<file path="src/rtl/syn_pkg.sv">
// ============================================================================
// Module  : syn_pkg
// Brief   : Shared state type and width helper for the syndrome checker.
// Revision: 1.0 - initial release
// ============================================================================
`default_nettype none

package syn_pkg;

   typedef enum logic [1:0] {
      IDLE  = 2'd0,
      ACCUM = 2'd1,
      DONE  = 2'd2
   } syn_state_t;

   // Bits needed to hold the values 0..n inclusive.
   function automatic int cw(input int n);
      return $clog2(n + 1);
   endfunction

endpackage

`default_nettype wire

</file>
<file path="src/rtl/syn_popcnt.sv">
// ============================================================================
// Module  : syn_popcnt
// Brief   : Combinational population count built as a recursive adder tree.
// Revision: 1.0 - initial release
// ============================================================================
`default_nettype none

module syn_popcnt
   import syn_pkg::*;
#(
   parameter int W = 64
) (
   input  logic [W-1:0]        in_i,
   output logic [cw(W)-1:0]    cnt_o
);

   localparam int OW = cw(W);

   generate
      if (W == 1) begin : g_leaf
         assign cnt_o = in_i;
      end else begin : g_split
         localparam int WL = W / 2;
         localparam int WH = W - WL;

         logic [cw(WL)-1:0] lo_cnt;
         logic [cw(WH)-1:0] hi_cnt;

         syn_popcnt #(.W(WL)) u_lo (
            .in_i  (in_i[WL-1:0]),
            .cnt_o (lo_cnt)
         );

         syn_popcnt #(.W(WH)) u_hi (
            .in_i  (in_i[W-1:WL]),
            .cnt_o (hi_cnt)
         );

         assign cnt_o = OW'(lo_cnt) + OW'(hi_cnt);
      end
   endgenerate

endmodule

`default_nettype wire

</file>
<file path="src/rtl/syn_accum.sv">
// ============================================================================
// Module  : syn_accum
// Brief   : Multi-beat LDPC syndrome checker with valid/ready result port.
//           Define SYN_ERRCNT_EN to build the unsatisfied-check counter.
// Revision: 1.0 - initial release
// ============================================================================
`default_nettype none

module syn_accum
   import syn_pkg::*;
#(
   parameter int P       = 64,
   parameter int DEG     = 10,
   parameter int N_CHECK = 512
) (
   input  logic                      clk,
   input  logic                      rst_n,
   input  logic                      start,
   input  logic                      in_valid,
   output logic                      in_ready,
   input  logic [P*DEG-1:0]          in_bits,
   input  logic [P-1:0]              in_target,
   output logic                      res_valid,
   input  logic                      res_ready,
   output logic                      syn_ok,
   output logic [cw(N_CHECK)-1:0]    err_cnt,
   output logic                      busy
);

   localparam int             BEATS     = N_CHECK / P;
   localparam int             CW        = cw(N_CHECK);
   localparam int             BW        = (BEATS > 1) ? $clog2(BEATS) : 1;
   localparam logic [BW-1:0]  LAST_BEAT = BW'(BEATS - 1);

   syn_state_t       state_q, state_d;
   logic [BW-1:0]    beat_q;
   logic [P-1:0]     mis;
   logic             accept;
   logic             last_beat;
   logic             syn_ok_q;

   generate
      for (genvar r = 0; r < P; r++) begin : g_row
         assign mis[r] = (^in_bits[r*DEG +: DEG]) ^ in_target[r];
      end
   endgenerate

   assign accept    = in_valid && in_ready;
   assign last_beat = accept && (beat_q == LAST_BEAT);

   always_ff @(posedge clk or negedge rst_n) begin
      if (!rst_n) begin
         state_q <= IDLE;
      end else begin
         state_q <= state_d;
      end
   end

   // start overrides every state, discarding any frame or pending result.
   always_comb begin
      state_d = state_q;
      if (start) begin
         state_d = ACCUM;
      end else begin
         case (state_q)
            IDLE:    state_d = IDLE;
            ACCUM:   if (last_beat) state_d = DONE;
            DONE:    if (res_ready) state_d = IDLE;
            default: state_d = IDLE;
         endcase
      end
   end

   always_comb begin
      in_ready  = (state_q == ACCUM);
      busy      = (state_q == ACCUM);
      res_valid = (state_q == DONE);
   end

   always_ff @(posedge clk or negedge rst_n) begin
      if (!rst_n) begin
         beat_q <= '0;
      end else if (start) begin
         beat_q <= '0;
      end else if (accept) begin
         beat_q <= last_beat ? '0 : beat_q + BW'(1);
      end
   end

`ifdef SYN_ERRCNT_EN
   logic [cw(P)-1:0] pop;
   logic [CW-1:0]    err_acc_q, err_acc_d;
   logic [CW-1:0]    err_cnt_q;

   syn_popcnt #(.W(P)) u_popcnt (
      .in_i  (mis),
      .cnt_o (pop)
   );

   assign err_acc_d = err_acc_q + CW'(pop);

   always_ff @(posedge clk or negedge rst_n) begin
      if (!rst_n) begin
         err_acc_q <= '0;
         err_cnt_q <= '0;
         syn_ok_q  <= 1'b0;
      end else if (start) begin
         err_acc_q <= '0;
      end else if (accept) begin
         err_acc_q <= err_acc_d;
         if (last_beat) begin
            err_cnt_q <= err_acc_d;
            syn_ok_q  <= (err_acc_d == '0);
         end
      end
   end

   assign err_cnt = err_cnt_q;
`else
   logic any_err_q, any_err_d;

   assign any_err_d = any_err_q | (|mis);

   always_ff @(posedge clk or negedge rst_n) begin
      if (!rst_n) begin
         any_err_q <= 1'b0;
         syn_ok_q  <= 1'b0;
      end else if (start) begin
         any_err_q <= 1'b0;
      end else if (accept) begin
         any_err_q <= any_err_d;
         if (last_beat) begin
            syn_ok_q <= ~any_err_d;
         end
      end
   end

   assign err_cnt = '0;
`endif

   assign syn_ok = syn_ok_q;

endmodule

`default_nettype wire

</file>
<file path="config.mk">
export PLATFORM = sky130hd
export DESIGN_NAME = syn_accum
export DESIGN_NICKNAME = d
export VERILOG_FILES = /design/src/rtl/syn_pkg.sv /design/src/rtl/syn_popcnt.sv /design/src/rtl/syn_accum.sv
export SDC_FILE = /design/constraint.sdc
export NUM_CORES = 1
export LEC_CHECK = 0
export ABC_AREA = 1
export CAP_MARGIN = 15
export CORE_AREA = 2 2 279 281
export DETAILED_ROUTE_END_ITERATION = 8
export DIE_AREA = 0 0 281 283
export GPL_TIMING_DRIVEN = 0
export PLACE_DENSITY = 0.41
export SYNTH_ARGS = -nofsm -noshare
export SYNTH_HDL_FRONTEND = slang
export SYNTH_HIERARCHICAL = 1
export SYNTH_SLANG_ARGS = --single-unit
</file>
<file path="constraint.sdc">
create_clock -name clk -period 1.6 [get_ports clk]
set_input_delay 0.32 -clock clk [delete_from_list [all_inputs] [get_ports clk]]
set_output_delay 0.32 -clock clk [all_outputs]
set_load 0.03 [all_outputs]
</file>
==> flow_metrics.tcl <==
set metrics [dict create \
    hold_path.class "input port to asynchronous set/reset pin" \
    dpl_cell_area_um2 20000 \
    cts_sinks 7 \
    gp_congestion 0.881 \
    antenna_found_initial 19 \
    setup_ws_ps -225 \
    reg2reg_setup_slack_ps 190 \
    cts_root_buf "clkbuf_16" \
    cts_buffers 3 \
    async_flop_share_pct 100 \
    start_util_pct 15.0 \
    swShare_pct 52.0 \
    r2r_start "any_err_q" \
    hold_violations 0 \
    p_seq_share_pct 2.4 \
    synth_top_area_share_pct 41.9 \
    maxSlewViolCount 0 \
    finalClockSkew_ps 1.05 \
    fmax_mhz 548 \
    total_power_w 0.00789 \
    die_x_um 281 \
    grt-ovfl-total 0 \
    cp.required_ps 1720 \
    htreeDepth 1 \
    p_int_w 0.00378 \
    clk_pin_slew_ps 40 \
    synth_cells 2373 \
    rows 102 \
    end_kind "flip-flop" \
    period_share_pct 114 \
    ys_warn_count 6 \
    dp_hpwl_mm 55.0 \
    num_io_pins 723 \
    violations "negative setup slack" \
    p_leak_nw 12.0 \
    grt_max_degree 8 \
    drtAntennaViolNets 0 \
    grt_usage_pct 14.2 \
    setup_tns_ps -389 \
    rsz0062_at_grt "true" \
    synth-edff-count 0 \
    rr_worst_depth 12 \
    drt-pass1-iter-count 5 \
    clk_latency_ps 230 \
    power_frac_comb_pct 92.2 \
    fin_crit_ps 1820 \
    wl_mm 59.3 \
    synth_area_um2 11500 \
    avgSynthCellArea_um2 4.86 \
    cap_viol_max_count 0 \
    synth_top_flop_cell "dfrtp_1" \
    viasPerCell 3.77 \
    design.core.area_um2 76700 \
    tritoncts "built" \
    synth.top_cells.by_area "nand2_1 (42%), xnor2_1 (17%), xor2_1 (12%), inv_1 (11%), nand3_1 (7.9%)" \
    stdcell_count 4163 \
    yosys-top-cells-count "nand2_1 (1,289), inv_1 (329), xnor2_1 (228)" \
    die-area_um2 79500 \
    ctsHoldBuffers 0 \
    seq_area_um2 175 \
    placed_cells 4134 \
    ys_types 27 \
    yosys.area.top_type "nand2_1" \
    grt_pass1_wl_mm 85.2 \
    yosys.cell_count.top_type "nand2_1" \
    grt_pass1_vias 15017 \
    drc 0 \
    yosysSeqAreaShare_pct 1.52 \
    p_sw_w 0.00410 \
    setup_viol 2 \
    status "complete, but fails checks" \
    power_density_nw_per_um2 367 \
    final_nets 3826 \
    worstPathMaxFanout 3 \
    critical_path_class "input port to flip-flop" \
    num-fill-cells 8781 \
    cp.arrival_ps 1940 \
    final_cell_area_um2 21500 \
    multi_input_area_um2 12800 \
    p_clk_share_pct 5.4 \
    vias 15702 \
    syn2layout_area_growth_pct 86.3 \
    vdd_drop_max_mv 0.372 \
    post-place-ws_ps -1610 \
    drt_iter0_drc 452 \
    synth-seq-cells 7 \
    wire_per_inst_um 14.2 \
    drive_gt1_share_pct 29.9 \
    port_buffers 712 \
    reg2reg_to "any_err_q" \
    setup.worst_path.start_class "input port" \
    fp.dieH_um 283 \
    clockBufferDepth 2 \
]
[layer usage]
| metal | track usage, % | wire length [um] | share of wire [%] | up-vias |
|---|---|---|---|---|
| li1 | - | - | - | 8492 |
| met1 | 17.0 | 25100 | 42 | 6809 |
| met2 | 26.9 | 30400 | 51 | 367 |
| met3 | 2.61 | 3470 | 5.9 | 24 |
| met4 | 1.18 | 201 | 0.34 | 10 |
| met5 | 0 | 65 | 0.11 | - |
[worst max path at each step]
stage / start / slack (ps) / endpoint / cells after the start
floorplan: state_q[1] / 20 / syn_ok / 8
global placement: in_bits[458] / -1610 / any_err_q / 15
detailed placement: in_bits[458] / -1610 / any_err_q / 15
CTS: in_bits[136] / -300 / any_err_q / 17
global route: in_bits[570] / -420 / any_err_q / 17
finish: in_bits[346] / -220 / any_err_q / 16
[what timing repair did]
action                                  in CTS  in global routing
pin swaps                                  602                466
cloned                                       0                  0
setup buffers                               12                  4
endpoints found under the setup margin       6                  4
gates resized for setup                   1482                631
[per-stage QoR]
stage	hold WS, ps	utilization, %
after floorplan	24.4	-
after global placement	475	26.1
after detailed placement	474	26.1
after CTS	383	27.4
after global routing	390	28.0
final	362	28.0
[state kept, by name, summed over array words and instances (netlist names)]
signal / flops
state_q: 2
syn_ok: 1
beat_q: 3
any_err_q: 1
[layout by cell type (no fill, tap or decap), types with 6 or more instances in the layout]
master	n
inv_2	51
xnor2_2	117
buf_2	99
conb_1	10
nand2_1	1035
nand3_1	103
inv_1	279
nand2_2	242
xor2_1	106
dlygate4sd2_1	238
clkdlybuf4s15_1	103
buf_4	27
nand2_4	15
clkdlybuf4s50_1	62
nand3b_1	54
clkdlybuf4s15_2	40
xor2_2	43
nand3_2	74
nor2_4	17
nor2_2	30
nor2_1	47
buf_6	6
nand3_4	7
dlymetal6s2s_1	13
xnor2_1	108
clkbuf_2	149
dfrtp_1	7
diode_2	9
[power groups by stage]
stage	sequential (W)	clock, W	combinational (W)
after detailed placement	0.000190	0	0.00657
after global routing	0.000189	0.000452	0.00819
after floorplan	0.000189	0	0.00346
after global placement	0.000190	0	0.00653
after CTS	0.000188	0.000431	0.00694
final	0.000188	0.000424	0.00727
[critical path, cell delays in order]
cell and delay (ps):
buf_4 130, xor2_2 180, nand2_1 70, nand3b_1 170
nand2_2 120, nand2_1 50, nand3_1 80, nand2_2 70
nor2_4 180, nand2_1 90, nor2_2 130, nand2_2 90
nor2_4 100, nand2_1 50, nand2_1 50, nand2_1 50
[logic make-up after synthesis]
group	synth area share [%]
xor+xnor	29.0
buf+inv	11.5
compound gates	0.380
simple gates	57.4
flops	1.52
other cells	0.0325
fa+ha+maj	0.217
[final cells by class]
cell class,count,share of cell area [%]
buffer,11,0.384
clock buffer,4,0.367
tap,1040,6.06
multi-input combinational,2034,59.5
sequential,7,0.815
antenna,9,0.105
inverter,330,5.76
timing repair buffer,728,27.0
No activity file was read; power rests on OpenSTA's default activity.
